==> src/rtl/ad79xx_multi_if.sv <==
// ad79xx_multi_if
// Multi-channel serial front end for NCH simultaneously-sampling AD79xx-class
// SAR ADCs in 3-wire CS mode. A single CNV/SCLK pair is shared by all
// converters. The NCH SDO lines are deserialised in parallel, and one frame of
// NCH samples per conversion period is presented on a valid/ready stream.
//
// Optional feature macro: AD_AVG_EN
//   When defined, 2^AVG_LOG2 consecutive frames are summed per channel. The
//   floored mean (sum >>> AVG_LOG2) is output once per 2^AVG_LOG2 frames.
//   When undefined, every frame is output raw and AVG_LOG2 is ignored.
//
// Ports
//   ad_clk   in   system clock
//   rst_n    in   asynchronous, active-low reset
//   ad_start in   run enable (level); low aborts the current frame
//   ad_sdo   in   [NCH]        serial data, channel c on bit c
//   ad_cnv   out  conversion start (registered)
//   ad_sclk  out  serial clock, ad_clk/2 (registered)
//   ad_ncs   out  constant 1 (3-wire mode)
//   m_data   out  [NCH*DATA_W] channel c in [c*DATA_W +: DATA_W], two's complement
//   m_valid  out  frame available
//   m_ready  in   consumer accepts the frame
//   overrun  out  sticky: a completed frame was dropped (cleared while ad_start=0)
module ad79xx_multi_if #(
   parameter int CLK_MHZ    = 50,
   parameter int SAMPLE_CYC = 500,
   parameter int CONV_CYC   = 40,
   parameter int DATA_W     = 18,
   parameter int NCH        = 2,
   parameter int AVG_LOG2   = 2
) (
   input  logic                  ad_clk,
   input  logic                  rst_n,
   input  logic                  ad_start,
   input  logic [NCH-1:0]        ad_sdo,
   output logic                  ad_cnv,
   output logic                  ad_sclk,
   output logic                  ad_ncs,
   output logic [NCH*DATA_W-1:0] m_data,
   output logic                  m_valid,
   input  logic                  m_ready,
   output logic                  overrun
);

   localparam int CNT_W = $clog2(SAMPLE_CYC);
   localparam logic [CNT_W-1:0] CONV_LAST   = CNT_W'(CONV_CYC - 1);
   localparam logic [CNT_W-1:0] READ_LAST   = CNT_W'(CONV_CYC + 2*DATA_W - 1);
   localparam logic [CNT_W-1:0] SAMPLE_LAST = CNT_W'(SAMPLE_CYC - 1);
   // SCLK is high on even offsets from the start of READ
   localparam logic CONV_PAR = 1'(CONV_CYC % 2);

   if (SAMPLE_CYC < CONV_CYC + 2*DATA_W + 4) begin : g_chk_period
      $error("ad79xx_multi_if: SAMPLE_CYC too small for CONV_CYC + 2*DATA_W + 4");
   end
   if (DATA_W < 12 || DATA_W > 20) begin : g_chk_dw
      $error("ad79xx_multi_if: DATA_W must be 12..20");
   end
   if (NCH < 1 || NCH > 8) begin : g_chk_nch
      $error("ad79xx_multi_if: NCH must be 1..8");
   end
   if (CLK_MHZ < 1 || AVG_LOG2 < 0 || AVG_LOG2 > 8) begin : g_chk_misc
      $error("ad79xx_multi_if: CLK_MHZ or AVG_LOG2 out of range");
   end

   typedef enum logic [1:0] {S_IDLE, S_CONV, S_READ, S_WAIT} state_t;

   state_t             state_q, state_d;
   logic [CNT_W-1:0]   cnt_q, cnt_d;
   logic               cnv_q, cnv_d;
   logic               sclk_q, sclk_d;
   logic [DATA_W-1:0]  sh_q [NCH];
   logic [NCH*DATA_W-1:0] data_q, data_d, frame_data;
   logic               valid_q, valid_d;
   logic               ovr_q, ovr_d;
   logic               frame_raw;
   logic               emit;

   // ---------------------------------------------------------------- sequencer
   always_comb begin
      state_d = state_q;
      cnt_d   = cnt_q + CNT_W'(1);
      case (state_q)
         S_IDLE: begin
            cnt_d = '0;
            if (ad_start) state_d = S_CONV;
         end
         S_CONV: if (cnt_q == CONV_LAST) state_d = S_READ;
         S_READ: if (cnt_q == READ_LAST) state_d = S_WAIT;
         S_WAIT: begin
            if (cnt_q == SAMPLE_LAST) begin
               state_d = S_CONV;
               cnt_d   = '0;
            end
         end
         default: begin
            state_d = S_IDLE;
            cnt_d   = '0;
         end
      endcase
      if (!ad_start) begin
         state_d = S_IDLE;
         cnt_d   = '0;
      end
      // outputs are registered from the next state so they align with it
      cnv_d  = (state_d == S_CONV);
      sclk_d = (state_d == S_READ) && (cnt_d[0] == CONV_PAR);
   end

   always_ff @(posedge ad_clk or negedge rst_n) begin
      if (!rst_n) begin
         state_q <= S_IDLE;
         cnt_q   <= '0;
         cnv_q   <= 1'b0;
         sclk_q  <= 1'b0;
      end else begin
         state_q <= state_d;
         cnt_q   <= cnt_d;
         cnv_q   <= cnv_d;
         sclk_q  <= sclk_d;
      end
   end

   // ------------------------------------------------------------ deserialiser
   // Sample at the end of each SCLK-high cycle, MSB first.
   always_ff @(posedge ad_clk) begin
      if (state_q == S_READ && sclk_q) begin
         for (int c = 0; c < NCH; c++) begin
            sh_q[c] <= {sh_q[c][DATA_W-2:0], ad_sdo[c]};
         end
      end
   end

   // last cycle of READ is the low half of the last SCLK period
   assign frame_raw = (state_q == S_READ) && (cnt_q == READ_LAST) && ad_start;

`ifdef AD_AVG_EN
   // --------------------------------------------------------------- averaging
   localparam int ACC_W = DATA_W + AVG_LOG2;
   localparam int FC_W  = (AVG_LOG2 > 0) ? AVG_LOG2 : 1;
   localparam logic [FC_W-1:0] FC_LAST = FC_W'((1 << AVG_LOG2) - 1);

   logic signed [ACC_W-1:0] acc_q [NCH];
   logic signed [ACC_W-1:0] sum   [NCH];
   logic [FC_W-1:0]         fcnt_q;

   function automatic logic [DATA_W-1:0] avg_floor(input logic signed [ACC_W-1:0] s);
      logic signed [ACC_W-1:0] t;
      t = s >>> AVG_LOG2;
      return t[DATA_W-1:0];
   endfunction

   assign emit = frame_raw && (fcnt_q == FC_LAST);

   always_comb begin
      frame_data = '0;
      for (int c = 0; c < NCH; c++) begin
         sum[c] = acc_q[c] + ACC_W'(signed'(sh_q[c]));
         frame_data[c*DATA_W +: DATA_W] = avg_floor(sum[c]);
      end
   end

   always_ff @(posedge ad_clk or negedge rst_n) begin
      if (!rst_n) begin
         fcnt_q <= '0;
         for (int c = 0; c < NCH; c++) acc_q[c] <= '0;
      end else if (!ad_start) begin
         fcnt_q <= '0;
         for (int c = 0; c < NCH; c++) acc_q[c] <= '0;
      end else if (frame_raw) begin
         if (emit) begin
            fcnt_q <= '0;
            for (int c = 0; c < NCH; c++) acc_q[c] <= '0;
         end else begin
            fcnt_q <= fcnt_q + FC_W'(1);
            for (int c = 0; c < NCH; c++) acc_q[c] <= sum[c];
         end
      end
   end
`else
   assign emit = frame_raw;

   always_comb begin
      frame_data = '0;
      for (int c = 0; c < NCH; c++) begin
         frame_data[c*DATA_W +: DATA_W] = sh_q[c];
      end
   end
`endif

   // ------------------------------------------------------------ output stage
   // A new frame may replace the held one only when the held one is leaving
   // this cycle; otherwise the new frame is dropped and overrun is flagged.
   always_comb begin
      valid_d = valid_q;
      data_d  = data_q;
      ovr_d   = ovr_q;
      if (valid_q && m_ready) valid_d = 1'b0;
      if (emit) begin
         if (!valid_q || m_ready) begin
            data_d  = frame_data;
            valid_d = 1'b1;
         end else begin
            ovr_d = 1'b1;
         end
      end
      if (!ad_start) ovr_d = 1'b0;
   end

   always_ff @(posedge ad_clk or negedge rst_n) begin
      if (!rst_n) begin
         data_q  <= '0;
         valid_q <= 1'b0;
         ovr_q   <= 1'b0;
      end else begin
         data_q  <= data_d;
         valid_q <= valid_d;
         ovr_q   <= ovr_d;
      end
   end

   assign ad_cnv  = cnv_q;
   assign ad_sclk = sclk_q;
   assign ad_ncs  = 1'b1;
   assign m_data  = data_q;
   assign m_valid = valid_q;
   assign overrun = ovr_q;

endmodule

==> config.mk <==
export PLATFORM = sky130hd
export DESIGN_NAME = ad79xx_multi_if
export DESIGN_NICKNAME = d
export VERILOG_FILES = /design/src/rtl/ad79xx_multi_if.sv
export SDC_FILE = /design/constraint.sdc
export NUM_CORES = 1
export LEC_CHECK = 0
export ABC_AREA = 1
export ABC_CLOCK_PERIOD_IN_PS = 3200
export CORE_MARGIN = 2
export CORE_UTILIZATION = 34
export DETAILED_ROUTE_END_ITERATION = 8
export PLACE_DENSITY = 0.52
export SYNTH_ARGS = -nofsm -noshare
export SYNTH_HDL_FRONTEND = slang
export SYNTH_SLANG_ARGS = --single-unit
==> constraint.sdc <==
create_clock -name ad_clk -period 3.2 [get_ports ad_clk]
set_input_delay 0.64 -clock ad_clk [delete_from_list [all_inputs] [get_ports ad_clk]]
set_output_delay 0.64 -clock ad_clk [all_outputs]
set_load 0.01 [all_outputs]
Word-level counts from Yosys, hierarchy flattened
Memory sizes are Yosys's and may differ from the RTL's.
Cells that the tools add are included.

storage, ports and cells
  register bits = 51
  RAM bits = 36
  input port bits = 6
  output and inout port bits = 41
  logic and storage cells = 46
  memories kept = 1

operators by class
  add/subtract/negate cells = 1
  eq/ne operators = 10
  multiplexer cells = 16
  bitwise gates (word level) = 1
  reduce and logical (&&, ||, !) cells = 10

memory list
  memory  words  bits a word  rd ports  clocked after Yosys merged registers in  wr ports  line  RTL
  sh_q    2      18           2         0                                        2         71    logic [DATA_W-1:0] sh_q [NCH];

operators by type and width
  kind                                           count
  two-way mux 9 bit                              2
  one-hot mux 9 bit (2 select lines)             1
  adder 9 x 1 -> 9 bit, second input constant    1
  == test 9 x 6 -> 1 bit, second input constant  1
  == test 9 x 7 -> 1 bit, second input constant  1
  == test 9 bit, second input constant           1
  two-way mux 1 bit                              8
  two-way mux 2 bit                              4
  one-hot mux 2 bit (4 select lines)             1
  == test 2 bit, second input constant           3
  logical AND 1 bit                              5
  == test 2 x 1 -> 1 bit, second input constant  2
  AND reduction 2 bit                            2
  zero test 2 bit                                1
  != test 2 x 1 -> 1 bit, second input constant  1
  != test 2 bit, second input constant           1
  zero test 1 bit                                1
  logical OR 1 bit                               1
  inverter 1 bit                                 1

Longest topological paths before layout
  depth after elaboration = 6
  gate-level depth with buffers = 11

Worst setup path after synthesis
OpenSTA, ideal clock, no wires.

  path kind = reg2reg
  start point = reg state_q[0]
  end point = mem sh_q[0][0] (enable)
  arrival time = 1.426 ns
  path slack = 1.384 ns
  cell stages (with the launch flop) = 5
  cell sequence = dfrtp_1 inv_1 ha_1 nand2_1 inv_1

RTL lines
  element                 line  RTL
  from (decl)             67    state_t state_q, state_d;
  from (signal assigned)  116   state_q <= state_d;
  to (decl)               71

Final worst setup path
  start point = in m_ready
  end point = reg data_q[34], in the netlist m_data[34], read port of sh_q

between the ends
  cells in the longest elaborated chain, start to end = 2

RTL lines
  element                        line  RTL
  from (decl)                    41    input logic m_ready,
  logical OR 1 bit               199   if (!valid_q || m_ready) begin
  AND reduction 2 bit (no line)  n/a
  to (decl)                      72    logic [NCH*DATA_W-1:0] data_q, data_d, frame_data;

No other way between the ends.
A chain may end at the register's enable or synchronous reset.

==> results.cfg <==
[clock_tree]
ctsHoldBuffers = 0
clkTransAtPathRegs_ns = 0.10
postCtsResizedCells = 0
cts_buffer_depth = 2
htree_levels = 3
clock_latency_ns = 0.36
postCtsSetupBuffers = 0
cts_buffers = 9
cts_tree = built
cts_root_buf = clkbuf_8
clock_sinks = 87

[grt]
grtUsageTotal = 0.1314
grt_pass1_wl_mm = 11.15
grt_pass1_vias = 2223
grt_antenna_before_repair = 0
grt_max_degree = 42
overflow = 0

[placement]
portBuffers = 45
pre_cts_ws_ns = 0.8249
finalWeightedCongestion = 0.7993
dpl.hpwl_mm = 4.157
placedCellCount = 471

[floorplanning]
ios = 47
dieHeight_um = 103.8
die_x_um = 103.8
start_util = 0.3483
dieArea_um2 = 10780
core_area_um2 = 9729
row_count = 36

[synth]
syn_area_um2 = 3388
synth_top_area_frac = 0.3767
synthMostInstantiatedCell = nor2_1
synth_top_area_cell = dfrtp_1
synth_flop_cell = dfrtp_1
synth_cell_types = 24
synth_edf_count = 36
syn_avg_cell_area_um2 = 11.29
synth_common_cells = nor2_1, dfrtp_1, a21oi_1, edfxtp_1, nand2_1
async_reset_ff_frac = 0.5862
synth-seq-area-share = 0.6957
synth_area_leaders = dfrtp_1, edfxtp_1, nor2_1
synth.yosys.warnings = 0
ys_ff_latch = 87
synth_cells = 300
synth_fp_nets = 312

[critical_path]
crit_type = in2reg
endpoint_kind = register
crit_chain = clkdlybuf4s50_1 -> inv_1 -> nand2_1 -> nand2_4 -> nor2_1 -> nor2_1
cpPeakStageDelay_ns = 0.45
critical_path_arrival_ns = 2.20
critical_path_peak_fanout = 36
r2r_slack_ns = 1.32
cp_top_family = simple AND/OR/NAND/NOR gates
cpMostUsedCell = nor2_1
cp_slowest_cell = clkdlybuf4s50_1
required_ns = 3.44
critical_path_buf_inv_count = 2
critPathLaunchType = input pin

[timing]
relSlewSlack = 0.3541
hold_ws_ns = 0.4364
finalHoldViolations = 0
final_max_slew_viol_count = 0
worst_pin_slew_ns = 0.9688
fmax_ghz = 0.5113
period_needed_ns = 1.956
rsz0062_at_grt = false
setup_viol = 0
setup_tns_ns = 0
clock_skew_ns = 0.01906
setup_slack_ns = 1.244
finalCritPeriodShare = 0.6111

[final_layout]
finalNonFillerCells = 487
fin_util = 0.4248
antenna_cells = 0
syn_to_final_growth_pct = 21.97
drive_gt1_frac = 0.07345
fill_cells = 981
final_nets = 361

[drt]
wire_per_inst_um = 13.47
drc = 0
drtPass1Iterations = 5
vias = 2168
route.antenna.remaining_nets = 0
drtIter0Drc = 102
viasPerCell = 4.452
routed_wl_mm = 6.558

[pwr]
cellPowerDensity_nw_per_um2 = 488.6
p_leak_nw = 1.795
ir_worst_vdd_uv = 213.5

[worst_hold_path]
worstHoldPathType = in2async

[run_status]
status = finished, final reports clean

[run]
drv_cap = 0
==> worst paths after layout <==
check,start,endpoint,cells past startpoint
hold / removal,rst_n,m_data[24],1
setup reg to reg,state_q[0],m_data[26],9
setup / recovery,m_ready,m_data[34],6
max in group asynchronous,rst_n,state_q[0],2
hold reg to reg,sh_q[0][0],sh_q[0][1],0
min in group ad_clk,sh_q[0][0],sh_q[0][1],0
==> layout make-up <==
class                   instances  area [um2]  area share
flip-flops and latches         87        2357      0.5704
multi-input cells             185       889.6      0.2153
repair buffers                 49       475.5      0.1150
well taps                     133       166.4     0.04027
clock buffers                  10       127.6     0.03088
inverters                      17       63.81     0.01544
clock inverters                 6       52.55     0.01272
==> power by group <==
group / internal, W / switching [W]
Sequential: 0.00118 / 0.0000161
Combinational: 0.0000597 / 0.0000577
Clock: 0.000295 / 0.000411
Total: 0.00153 / 0.000484
==> per-stage QoR <==
stage / area, um2 / total power [W]
3_3_place_gp: 3953 / 0.001339
2_1_floorplan: 3388 / 0.001261
6_report: 4133 / 0.002019
5_1_grt: 4133 / 0.002111
3_5_place_dp: 3953 / 0.001341
4_1_cts: 4133 / 0.002047
==> layout by cell type, fill, tap and decap left out, drive strengths merged <==
| cell type | Yosys | routed |
|---|---|---|
| clkinvlp | 0 | 2 |
| inv | 17 | 20 |
| nor3 | 2 | 2 |
| conb | 1 | 1 |
| ha | 6 | 6 |
| nor3b | 3 | 3 |
| nor2 | 94 | 94 |
| clkdlybuf4s50 | 0 | 44 |
| clkbuf | 3 | 10 |
| o21ai | 1 | 1 |
| clkinv | 0 | 1 |
| nand2 | 28 | 28 |
| dfrtp | 51 | 51 |
| xor2 | 4 | 4 |
| nand3b | 1 | 1 |
| nand3 | 5 | 5 |
| nand4 | 3 | 3 |
| buf | 8 | 5 |
| a21oi | 37 | 37 |
| edfxtp | 36 | 36 |
==> cell families (layout without fill, tap and decap cells) <==
logic type               count (synthesis)  after routing  synth area share
other                                    1              1          0.001107
adder cells (fa/ha/maj)                  6              6           0.02216
XOR/XNOR                                 4              4           0.01034
AND/OR/NAND/NOR                        136            136            0.1728
AO/OA/AOI/OAI                           38             38           0.05613
buffers and inverters                   28             82           0.04173
flip-flops                              87             87            0.6957
==> registers in the layout (all words and copies together), names as in the netlist <==
name     cells
ad_sclk      1
m_valid      1
state_q      2
overrun      1
m_data      36
sh_q        36
ad_cnv       1
cnt_q        9
==> layer usage <==
layer	share of wire	vias up	global-route usage
met5	0	-	0
met4	0.021	0	0.07239
met3	0.031	9	0.02454
met2	0.44	38	0.1889
met1	0.51	1039	0.1873
li1	-	1082	-
Note: power is estimated with default switching activity, not from simulation.
